**src/rtl/hart_program_loader.sv**
```systemverilog
// Board-side program loader: the operator sets a byte on the switches and presses a key,
// and the byte is written to the next RAM address. The hart is held in reset while loading
// and released on return to run mode.
module hart_program_loader #(
    parameter int unsigned ADDR_WIDTH      = 8,
    parameter int unsigned DEBOUNCE_CYCLES = 500000,
    parameter int unsigned START_ADDR      = 0
) (
    input  logic                  clk,
    input  logic                  reset_n,
    input  logic                  load_mode,
    input  logic [7:0]            byte_in,
    input  logic                  strobe_n,
    output logic                  mem_we,
    output logic [ADDR_WIDTH-1:0] mem_addr,
    output logic [7:0]            mem_wdata,
    output logic                  hart_reset_n,
    output logic [ADDR_WIDTH-1:0] next_addr,
    output logic                  wrapped
);

    localparam int unsigned CntW = $clog2(DEBOUNCE_CYCLES + 1);
    localparam logic [CntW-1:0] CntLast = CntW'(DEBOUNCE_CYCLES - 1);
    localparam logic [ADDR_WIDTH-1:0] StartAddr = ADDR_WIDTH'(START_ADDR);

    typedef enum logic [1:0] {StRun, StLoadIdle, StWrite, StWaitRelease} state_e;

    // Synchronizers; the key idles high (released), load_mode idles in run mode.
    logic strobe_meta_q, strobe_sync_q;
    logic load_meta_q, load_sync_q;

    // Debounce state
    logic            key_prev_q, key_prev_d;
    logic [CntW-1:0] cnt_q, cnt_d;
    logic            key_db_q, key_db_d;
    logic            press_q, press_d;
    logic            release_q, release_d;

    // FSM state and registered outputs
    state_e                state_q, state_d;
    logic                  mem_we_q, mem_we_d;
    logic [ADDR_WIDTH-1:0] mem_addr_q, mem_addr_d;
    logic [7:0]            mem_wdata_q, mem_wdata_d;
    logic                  hart_reset_n_q, hart_reset_n_d;
    logic [ADDR_WIDTH-1:0] next_addr_q, next_addr_d;
    logic                  wrapped_q, wrapped_d;
    logic [ADDR_WIDTH-1:0] next_addr_inc;

    assign next_addr_inc = next_addr_q + ADDR_WIDTH'(1);

    // Debounce: the level is accepted only after DEBOUNCE_CYCLES equal consecutive samples.
    always_comb begin
        key_prev_d = strobe_sync_q;
        cnt_d      = cnt_q;
        key_db_d   = key_db_q;
        if (strobe_sync_q != key_prev_q) begin
            cnt_d = '0;
        end else if (cnt_q == CntLast) begin
            key_db_d = strobe_sync_q;
        end else begin
            cnt_d = cnt_q + CntW'(1);
        end
        press_d   = key_db_q & ~key_db_d;
        release_d = ~key_db_q & key_db_d;
    end

    // Next-state and output logic; leaving load mode always wins over key events.
    always_comb begin
        state_d        = state_q;
        mem_we_d       = 1'b0;
        mem_addr_d     = mem_addr_q;
        mem_wdata_d    = mem_wdata_q;
        hart_reset_n_d = hart_reset_n_q;
        next_addr_d    = next_addr_q;
        wrapped_d      = wrapped_q;
        unique case (state_q)
            StRun: begin
                hart_reset_n_d = 1'b1;
                if (load_sync_q) begin
                    state_d        = StLoadIdle;
                    hart_reset_n_d = 1'b0;
                    next_addr_d    = StartAddr;
                    wrapped_d      = 1'b0;
                end
            end
            StLoadIdle: begin
                if (!load_sync_q) begin
                    state_d        = StRun;
                    hart_reset_n_d = 1'b1;
                end else if (press_q) begin
                    state_d     = StWrite;
                    mem_we_d    = 1'b1;
                    mem_addr_d  = next_addr_q;
                    mem_wdata_d = byte_in;
                    next_addr_d = next_addr_inc;
                    if (next_addr_inc == '0) wrapped_d = 1'b1;
                end
            end
            StWrite: begin
                if (!load_sync_q) begin
                    state_d        = StRun;
                    hart_reset_n_d = 1'b1;
                end else begin
                    state_d = StWaitRelease;
                end
            end
            StWaitRelease: begin
                if (!load_sync_q) begin
                    state_d        = StRun;
                    hart_reset_n_d = 1'b1;
                end else if (release_q) begin
                    state_d = StLoadIdle;
                end
            end
            default: state_d = StRun;
        endcase
    end

    // All state, including the FSM and its registered outputs.
    always_ff @(posedge clk or negedge reset_n) begin
        if (!reset_n) begin
            strobe_meta_q  <= 1'b1;
            strobe_sync_q  <= 1'b1;
            load_meta_q    <= 1'b0;
            load_sync_q    <= 1'b0;
            key_prev_q     <= 1'b1;
            cnt_q          <= '0;
            key_db_q       <= 1'b1;
            press_q        <= 1'b0;
            release_q      <= 1'b0;
            state_q        <= StRun;
            mem_we_q       <= 1'b0;
            mem_addr_q     <= StartAddr;
            mem_wdata_q    <= '0;
            hart_reset_n_q <= 1'b0;
            next_addr_q    <= StartAddr;
            wrapped_q      <= 1'b0;
        end else begin
            strobe_meta_q  <= strobe_n;
            strobe_sync_q  <= strobe_meta_q;
            load_meta_q    <= load_mode;
            load_sync_q    <= load_meta_q;
            key_prev_q     <= key_prev_d;
            cnt_q          <= cnt_d;
            key_db_q       <= key_db_d;
            press_q        <= press_d;
            release_q      <= release_d;
            state_q        <= state_d;
            mem_we_q       <= mem_we_d;
            mem_addr_q     <= mem_addr_d;
            mem_wdata_q    <= mem_wdata_d;
            hart_reset_n_q <= hart_reset_n_d;
            next_addr_q    <= next_addr_d;
            wrapped_q      <= wrapped_d;
        end
    end

    assign mem_we       = mem_we_q;
    assign mem_addr     = mem_addr_q;
    assign mem_wdata    = mem_wdata_q;
    assign hart_reset_n = hart_reset_n_q;
    assign next_addr    = next_addr_q;
    assign wrapped      = wrapped_q;

endmodule
```
**config.mk**
```make
export PLATFORM = sky130hd
export DESIGN_NAME = hart_program_loader
export DESIGN_NICKNAME = d
export VERILOG_FILES = /design/src/rtl/hart_program_loader.sv
export SDC_FILE = /design/constraint.sdc
export NUM_CORES = 1
export LEC_CHECK = 0
export ABC_AREA = 1
export CORE_MARGIN = 3
export CORE_UTILIZATION = 27
export CTS_BUF_LIST = sky130_fd_sc_hd__clkbuf_4
export CTS_CLUSTER_DIAMETER = 40
export CTS_CLUSTER_SIZE = 25
export DETAILED_ROUTE_END_ITERATION = 12
export SETUP_SLACK_MARGIN = 0.2
export SLEW_MARGIN = 15
export SYNTH_ARGS = -nofsm -noshare
export SYNTH_HDL_FRONTEND = slang
export SYNTH_SLANG_ARGS = --single-unit
```
**constraint.sdc**
```tcl
create_clock -name clk -period 1.59 [get_ports clk]
set_input_delay 0.3975 -clock clk [delete_from_list [all_inputs] [get_ports clk]]
set_output_delay 0.3975 -clock clk [all_outputs]
set_load 0.02 [all_outputs]
```
==> flow_summary.yaml, run 1 <==
setup_path:
  slowest_stage: "dfrtp_1"
  crit_path_max_fanout: 4
  ff2ff_setup_slack_ns: 0.21
  required_ns: 1.19
  path_buf_inv: 1
  critPathTopFamily: "flip-flops"
  arrival_ns: 0.99
  reg2reg_to: "cnt_q[1]"
  rr_startpoint: "cnt_q[1]"
  crit_type: "reg -> out"
  cp.depth: 1
  endpoint_kind: "output pin"
  startpoint_type: "flop"
  cpPeakStageDelay_ns: 0.45
  worst-r2r-cell-count: 6
  path_cells: "buf_6"
detailed_routing:
  post_drt_wl_per_cell_microns: 11.7
  vias: 2439
  antenna_left: 0
  drt_iter0_markers: 104
  routed_wirelength_microns: 6370
  dr.pass1.iters: 4
  drc_errors: 0
  vias_per_cell: 4.48
min_path:
  holdCritStartpoint: "strobe_meta_q"
  hold_path_depth: 0
  holdPathEnd: "key_prev_d"
  hold_path_class: "reg -> reg"
grt:
  grtUsageMet1_pct: 14.2
  grt_overflow: 0
  track_usage_pct: 11.0
  first_global_vias: 2273
  antenna_found_initial: 0
  grt_max_degree: 57
  grt_busiest_layer: "met2"
  grt_pass1_wl_microns: 10300
  met3_usage_pct: 2.72
  use_met2_pct: 18.2
floorplan:
  core_sq_um: 9370
  io-pin-count: 39
  die_h_microns: 105
  start_util_pct: 28.1
  chipWidth_microns: 105
  rows: 35
  die-area_sq_um: 11000
synthesis:
  ys_seq_area_share_pct: 53.4
  syn_inst: 328
  synth-seq-cells: 56
  syn_area_per_cell_sq_um: 8.03
  synth_nets: 342
  ys_warn_count: 0
  synth_area_sq_um: 2640
  ys_types: 26
clock_network:
  cts.sinks: 56
  cts_root_buf: "clkbuf_4"
  cts_buffers: 5
  clk_latency_ns: 0.39
  clk_path_buf_depth: 2
  htree_levels: 2
  cts_tree: "built"
  clkTransAtPathRegs_ns: 0.18
power_and_ir_drop:
  ir_drop_mv: 0.334
  p_leak_nw: 1.66
  power.density_nw_per_um2: 687
  power_w: 0.00255
finish:
  antenna_cells: 0
  layout.nets: 428
  instances_no_fill: 544
  nFillCells: 973
  drive_above_1_share_pct: 29.2
  synthToLayoutAreaGrowth_pct: 40.8
  finalInstanceArea_sq_um: 3710
run_status:
  status: "completed"
timing:
  setup_viol: 0
  grt_setup_unrepaired: "yes"
  max_clock_freq_ghz: 0.723
  holdWs_ns: 0.369
  hold_viol_final: 0
  finalSetupTns_ns: 0
  slew-limit-headroom_pct: 79.8
  worst_slew_pin_slew_ns: 0.303
  fin_worst_skew_ns: 0.0232
  fin_crit_sh_pct: 87.0
  drv_slew: 0
  post-route-min-period_ns: 1.38
placement:
  dp_cells: 499
  port_buffers: 38
  gp_congestion: 0.881
  dp_hpwl_microns: 4140
  placed_area_sq_um: 3210
flow_run:
  cap_violations: 0
## metal layers
layer / share of wire [%] / wire, microns / vias up
met1: 45 / 2840 / 1155
met5: 0 / 0 / -
met3: 4.7 / 298 / 8
met2: 49 / 3150 / 60
met4: 1.3 / 84 / 0
li1: - / - / 1216
## cells by family after synthesis
logic type / count (synthesis) / share of synthesized area, %
AND/OR/NAND/NOR: 188 / 29.8
flip-flops: 56 / 53.4
XOR/XNOR: 7 / 2.33
AO/OA/AOI/OAI: 33 / 6.84
adder cells (fa/ha/maj): 2 / 0.950
buffers and inverters: 42 / 6.70
## how the worst max path moves through the flow
stage	to	slack, ns	from
final	next_addr[6]	0.21	next_addr[6]
after global routing	cnt_q[1]	0.11	cnt_q[10]
after CTS	next_addr[0]	0.13	next_addr[0]
after detailed placement	next_addr[0]	0.14	next_addr[0]
after global placement	next_addr[0]	0.18	next_addr[0]
after floorplan	cnt_q[16]	0.23	cnt_q[0]
## state kept, by name, indices dropped and copies added (netlist names), 2 cells and up
name / flops
cnt_q: 19
mem_addr: 8
mem_wdata: 8
next_addr: 8
state_q: 2
## cell type report
cell class | count | area, sq um | area share, %
clock buffers | 5 | 37.5 | 1.01
clock inverters | 3 | 26.3 | 0.708
inverters | 37 | 144 | 3.88
multi-input cells | 230 | 1150 | 31.1
flip-flops and latches | 56 | 1410 | 38.0
well taps | 129 | 161 | 4.35
repair buffers | 82 | 767 | 20.7
repair inverters | 2 | 12.5 | 0.337
## metrics by stage
stage	utilization (%)	setup WS, ns
after CTS	35.6	0.126
after global placement	34.3	0.176
after detailed placement	34.3	0.143
after global routing	39.6	0.107
after floorplan	-	0.227
final	39.6	0.206
## cells in the mapped netlist (all sizes together)
cell,n,area share [%]
nand2,99,14
dfrtp,52,49
nor2,50,7.2
inv,37,5.3
o21ai,20,3.8
nand3,18,3.4
nor3,12,2.9
nand4,8,1.9
a21oi,6,1.1
xor2,6,2.0
buf,5,1.4
dfstp,4,4.0
o22ai,3,0.71
ha,2,0.95
a211oi,1,0.29
nand3b,1,0.29
o211ai,1,0.29
o21bai,1,0.29
o41ai,1,0.33
xnor2,1,0.33
## layout by cell type, fill, tap and decap left out, drive strengths merged
master	synthesis	final
o21ai	20	20
o41ai	1	1
clkbuf	0	5
dfrtp	52	52
clkdlybuf4s50	0	10
nor3	12	12
buf	5	71
nand3b	1	1
inv	37	39
o22ai	3	3
nand3	18	18
o211ai	1	1
clkinv	0	1
a21oi	6	6
ha	2	2
xor2	6	6
nand2	99	99
clkinvlp	0	2
xnor2	1	1
nor2	50	50
dlygate4sd3	0	1
nand4	8	8
dfstp	4	4
a211oi	1	1
o21bai	1	1
## where the power goes
part	switching, W	total [W]	internal [W]	leakage [nW]
Sequential	0.0000475	0.00152	0.00147	0.711
Combinational	0.000195	0.000360	0.000165	0.917
Clock	0.000484	0.000667	0.000183	0.0293
## repair_timing
item	CTS	global route
hold buffers	1	0
gates cloned	0	2
resized for setup	122	83
setup buffers	18	16
hold endpoints to repair	43	0
pin swaps	3	21
endpoints found under the setup margin	38	65
Note: power is estimated with default switching activity, not from simulation.
==> run 2, diff against run 1 <==
--- a/config.mk
+++ b/config.mk
@@ -6,7 +6,7 @@
 export NUM_CORES = 1
 export LEC_CHECK = 0
 export ABC_AREA = 1
-export CORE_MARGIN = 3
+export CORE_MARGIN = 4
 export CORE_UTILIZATION = 27
 export CTS_BUF_LIST = sky130_fd_sc_hd__clkbuf_4
 export CTS_CLUSTER_DIAMETER = 40
==> flow_summary.yaml, run 2 (synthesized netlist as in run 1, its figures left out) <==
run_status:
  status: "completed"
grt:
  grt_pass1_wl_microns: 10200
  grt_overflow: 0
  antenna_found_initial: 0
  grt_max_degree: 57
  first_global_vias: 2251
  track_usage_pct: 10.9
finish:
  most-common-layout-cells: "nand2_1 (96), dfrtp_1 (48), nor2_1 (40)"
  drive_above_1_share_pct: 28.6
  antenna_cells: 0
  final_common_cell: "nand2_1"
  largest_register_ffs: 19
  synthToLayoutAreaGrowth_pct: 36.9
  regMostFlops: "cnt_q"
  layout.nets: 418
power_and_ir_drop:
  power.share.clock_pct: 25.1
  netSwitchingFraction_pct: 27.1
  netSwitchingPower_w: 0.000664
  p_comb_share_pct: 13.2
  p_leak_nw: 1.62
  ir_drop_mv: 0.270
  p_int_w: 0.00178
  seqPwrFrac_pct: 61.7
  power.density_nw_per_um2: 678
  power_w: 0.00245
setup_path:
  ff2ff_setup_slack_ns: 0.20
  path_cells: "ha_2 > nand3_2 > inv_2 > nand4_1 > nor2_1 > nor2_1"
  arrival_ns: 1.66
  cpPeakStageDelay_ns: 0.42
  crit_path_max_fanout: 5
  crit_type: "reg -> reg"
  startpoint_type: "flop"
  slowest_stage: "dfrtp_1"
  endpoint_kind: "flop"
  required_ns: 1.86
  cp_common_cell: "nor2_1"
clock_network:
  clkTransAtPathRegs_ns: 0.15
  cts_buffers: 5
  htree_levels: 2
  cts_root_buf: "clkbuf_4"
  clk_path_buf_depth: 2
  cts.sinks: 56
  cts_tree: "built"
  clk_latency_ns: 0.37
timing:
  fin_worst_skew_ns: 0.0162
  setup_viol: 0
  finalSetupTns_ns: 0
  drv_slew: 0
  fin_crit_sh_pct: 87.5
  worst_slew_pin_slew_ns: 0.279
  hold_viol_final: 0
  max_clock_freq_ghz: 0.719
  grt_setup_unrepaired: "yes"
  post-route-min-period_ns: 1.39
  slew-limit-headroom_pct: 81.3
detailed_routing:
  post_drt_wl_per_cell_microns: 11.8
  routed_wirelength_microns: 6280
  vias: 2383
  vias_per_cell: 4.46
  dr.pass1.iters: 4
  antenna_left: 0
  drc_errors: 0
  drt_iter0_markers: 58
placement:
  gp_congestion: 0.885
  dp_hpwl_microns: 4320
  port_buffers: 38
flow_run:
  cap_violations: 0
floorplan:
  rows: 35
  io-pin-count: 39
  die-area_sq_um: 11400
  chipWidth_microns: 107
  start_util_pct: 28.1
  core_sq_um: 9370
  die_h_microns: 107
min_path:
  hold_path_class: "reg -> reg"
## run 2: cell types whose count changed in the layout (fill, tap and decap cells not counted), moves of 2 or more
cell / change
dfrtp_2: +2
buf_6: -4
nor3_2: +3
buf_2: +3
nand3_2: +3
dfrtp_1: -2
nor3_1: -3
buf_4: -5
clkinvlp_4: -2
nand3_1: -2
## run 2: final timing paths
kind | startpoint | to | cells past startpoint
worst max-delay path | cnt_q[0] | cnt_q[1] | 6
worst min-delay path | load_meta_q | load_sync_q | 0
worst max register to register | cnt_q[0] | cnt_q[1] | 6
worst min register to register | load_meta_q | load_sync_q | 0
max in group asynchronous | reset_n | key_prev_d | 3
min in group asynchronous | reset_n | mem_addr[5] | 3
## run 2: final cells by class
cell class | count | area (sq um)
clock buffers | 5 | 37.5
clock inverters | 3 | 17.5
fillers | 986 | 5760
inverters | 37 | 141
multi-input cells | 230 | 1170
flip-flops and latches | 56 | 1410
well taps | 129 | 161
repair buffers | 74 | 664
## run 2: metal layers
layer  global-route usage, %  share of wire (%)  wire, microns
met1                    13.9                 46           2880
met2                    18.6                 49           3090
met3                    2.59                3.9            243
met4                    2.83                1.0             63
met5                       0                  0              0
## run 2: timing repair
action,4_1_cts,5_1_grt
hold endpoints to repair,39,0
buffers inserted,11,15
pin swaps,5,15
setup endpoints to repair,40,49
hold buffers,1,0
gates resized for setup,123,73
## run 2: stage by stage
stage / setup slack [ns] / instances / utilization [%] / area, sq um / hold slack [ns]
6_report: 0.199 / 534 / 38.5 / 3610 / 0.367
5_1_grt: 0.115 / 534 / 38.5 / 3610 / 0.376
4_1_cts: 0.135 / 519 / 35.0 / 3280 / 0.370
3_5_place_dp: 0.145 / 499 / 34.3 / 3210 / 0.337
3_3_place_gp: 0.177 / 499 / 34.3 / 3210 / 0.335
2_1_floorplan: 0.227 / 328 / - / 2640 / 0.102
## run 2: critical path: cells and delay by family (launching register included)
| family | cells | cell delay (ns) |
|---|---|---|
| simple gates | 4 | 0.56 |
| flops | 1 | 0.42 |
| fa+ha+maj | 1 | 0.21 |
| buf+inv | 1 | 0.12 |
## run 2: power by group through the flow
stage	Clock (W)	Sequential, W	Combinational [W]
2_1_floorplan	0	0.00154	0.000140
3_3_place_gp	0	0.00153	0.000281
3_5_place_dp	0	0.00154	0.000290
4_1_cts	0.000659	0.00151	0.000287
5_1_grt	0.000718	0.00152	0.000370
6_report	0.000614	0.00151	0.000323
==> run 3, diff against run 2 <==
--- a/config.mk
+++ b/config.mk
@@ -8,7 +8,6 @@
 export ABC_AREA = 1
 export CORE_MARGIN = 4
 export CORE_UTILIZATION = 27
-export CTS_BUF_LIST = sky130_fd_sc_hd__clkbuf_4
 export CTS_CLUSTER_DIAMETER = 40
 export CTS_CLUSTER_SIZE = 25
 export DETAILED_ROUTE_END_ITERATION = 12
==> constraint.sdc (replaced) <==
create_clock -name clk -period 1.5 [get_ports clk]
set_input_delay 0.375 -clock clk [delete_from_list [all_inputs] [get_ports clk]]
set_output_delay 0.375 -clock clk [all_outputs]
set_load 0.02 [all_outputs]
==> flow_summary.yaml, run 3 (synthesized netlist as in run 1, its figures left out) <==
finish:
  synthToLayoutAreaGrowth_pct: 40.4
  drive_above_1_share_pct: 34.5
  regMostFlops: "cnt_q"
  final_common_cell: "nand2_1"
  largest_register_ffs: 19
  layout.nets: 428
  multiInputGateArea_sq_um: 1240
  nFillCells: 944
  antenna_cells: 0
  seq_area_sq_um: 1420
  fin_util_pct: 39.5
  most-common-layout-cells: "nand2_1 (90), dfrtp_1 (45), buf_4 (38)"
run_status:
  status: "completed"
detailed_routing:
  vias: 2502
  drt_iter0_markers: 149
  drc_errors: 0
  post_drt_wl_per_cell_microns: 12.7
  routed_wirelength_microns: 6900
  dr.pass1.iters: 4
  vias_per_cell: 4.60
  antenna_left: 0
placement:
  gp_congestion: 0.927
  dp_hpwl_microns: 4210
  port_buffers: 38
  pre_cts_ws_ns: 0.0803
power_and_ir_drop:
  p_leak_nw: 1.69
  power.density_nw_per_um2: 760
  ir_drop_mv: 0.372
flow_run:
  cap_violations: 0
timing:
  grt_setup_unrepaired: "yes"
  drv_slew: 0
  fin_ws_ns: 0.106
  slew-limit-headroom_pct: 78.8
  fin_crit_sh_pct: 92.9
  max_clock_freq_ghz: 0.717
  worst_slew_pin_slew_ns: 0.318
  setup_viol: 0
  hold_viol_final: 0
  fin_worst_skew_ns: 0.0120
  post-route-min-period_ns: 1.39
  holdWs_ns: 0.0157
grt:
  grt_max_degree: 57
  track_usage_pct: 11.2
  grt_overflow: 0
  grt_pass1_wl_microns: 10600
  antenna_found_initial: 0
  first_global_vias: 2402
floorplan:
  chipWidth_microns: 107
  core_sq_um: 9370
  start_util_pct: 28.1
  die_h_microns: 107
  die-area_sq_um: 11400
  rows: 35
  io-pin-count: 39
clock_network:
  cts_root_buf: "clkbuf_8"
  htree_levels: 2
  cts.sinks: 56
  clk_latency_ns: 0.32
  cts_buffers: 5
  cts_tree: "built"
  clk_path_buf_depth: 2
  clkTransAtPathRegs_ns: 0.11
min_path:
  hold_path_class: "in -> async"
setup_path:
  crit_type: "reg -> reg"
  arrival_ns: 1.65
  crit_path_max_fanout: 5
  endpoint_kind: "flop"
  required_ns: 1.75
  startpoint_type: "flop"
run 3: changes by cell type in the layout (fill, tap and decap cells not counted), moves of 4 or more:
cell / previous run / this run
clkbuf_4: 5 / 1
clkbuf_8: 0 / 5
buf_2: 7 / 25
nand2_1: 96 / 90
nand2_2: 3 / 9
o21ai_0: 12 / 8
buf_6: 23 / 8
buf_4: 32 / 38
run 3: timing repair:
| item | 4_1_cts | 5_1_grt |
|---|---|---|
| setup endpoints to repair | 46 | 46 |
| gates resized for setup | 137 | 50 |
| hold buffers | 0 | 0 |
| pin swaps | 16 | 20 |
| buffers inserted | 21 | 12 |
| gates cloned | 0 | 2 |
run 3: worst max-delay path: stages, from the launching register on:
cell and delay, ns:
dfrtp_1 0.42, nand2_1 0.13, nor3_4 0.15, nand3b_1 0.21, buf_4 0.20, nor2_1 0.10
nor2_1 0.05, nor2_1 0.09
run 3: path summary, 6_finish.rpt:
| path | start | to | slack (ns) | cells past startpoint |
|---|---|---|---|---|
| max reg2reg | cnt_q[5] | cnt_q[13] | 0.11 | 7 |
| min reg2reg | load_meta_q | load_sync_q | 0.36 | 0 |
| min in group clk | load_meta_q | load_sync_q | 0.36 | 0 |
| min | reset_n | next_addr[3] | 0.02 | 2 |
| max in group asynchronous | reset_n | key_db_q | 1.13 | 2 |
| max | cnt_q[5] | cnt_q[13] | 0.11 | 7 |
run 3: report_power, final:
| part | total (W) | internal (W) | switching, W |
|---|---|---|---|
| Sequential | 0.00161 | 0.00156 | 0.0000498 |
| Clock | 0.000862 | 0.000342 | 0.000521 |
| Combinational | 0.000339 | 0.000137 | 0.000202 |
run 3: metal layers:
| metal | global-route usage (%) | vias to the layer above | wire length, microns |
|---|---|---|---|
| met1 | 13.5 | 1185 | 2980 |
| li1 | - | 1223 | - |
| met4 | 4.84 | 0 | 127 |
| met3 | 3.01 | 16 | 396 |
| met5 | 0 | - | 0 |
| met2 | 18.9 | 78 | 3400 |
run 3: layout make-up:
cell class	instances	area share [%]
Clock inverter	3	0.710
Inverter	37	4.02
Sequential cell	56	38.2
Timing Repair Buffer	83	17.0
Clock buffer	5	1.86
Timing Repair inverter	1	0.169
Multi-Input combinational cell	230	33.6
Tap cell	129	4.36
run 3: metrics by stage:
step                      total power, W  instance area (sq um)  setup TNS, ns  cells
after detailed placement         0.00194                   3240              0    501
after global placement           0.00193                   3240              0    501
after CTS                        0.00282                   3450              0    530
final                            0.00281                   3700              0    544
after global routing             0.00294                   3700        -0.0103    544
after floorplan                  0.00178                   2650              0    328
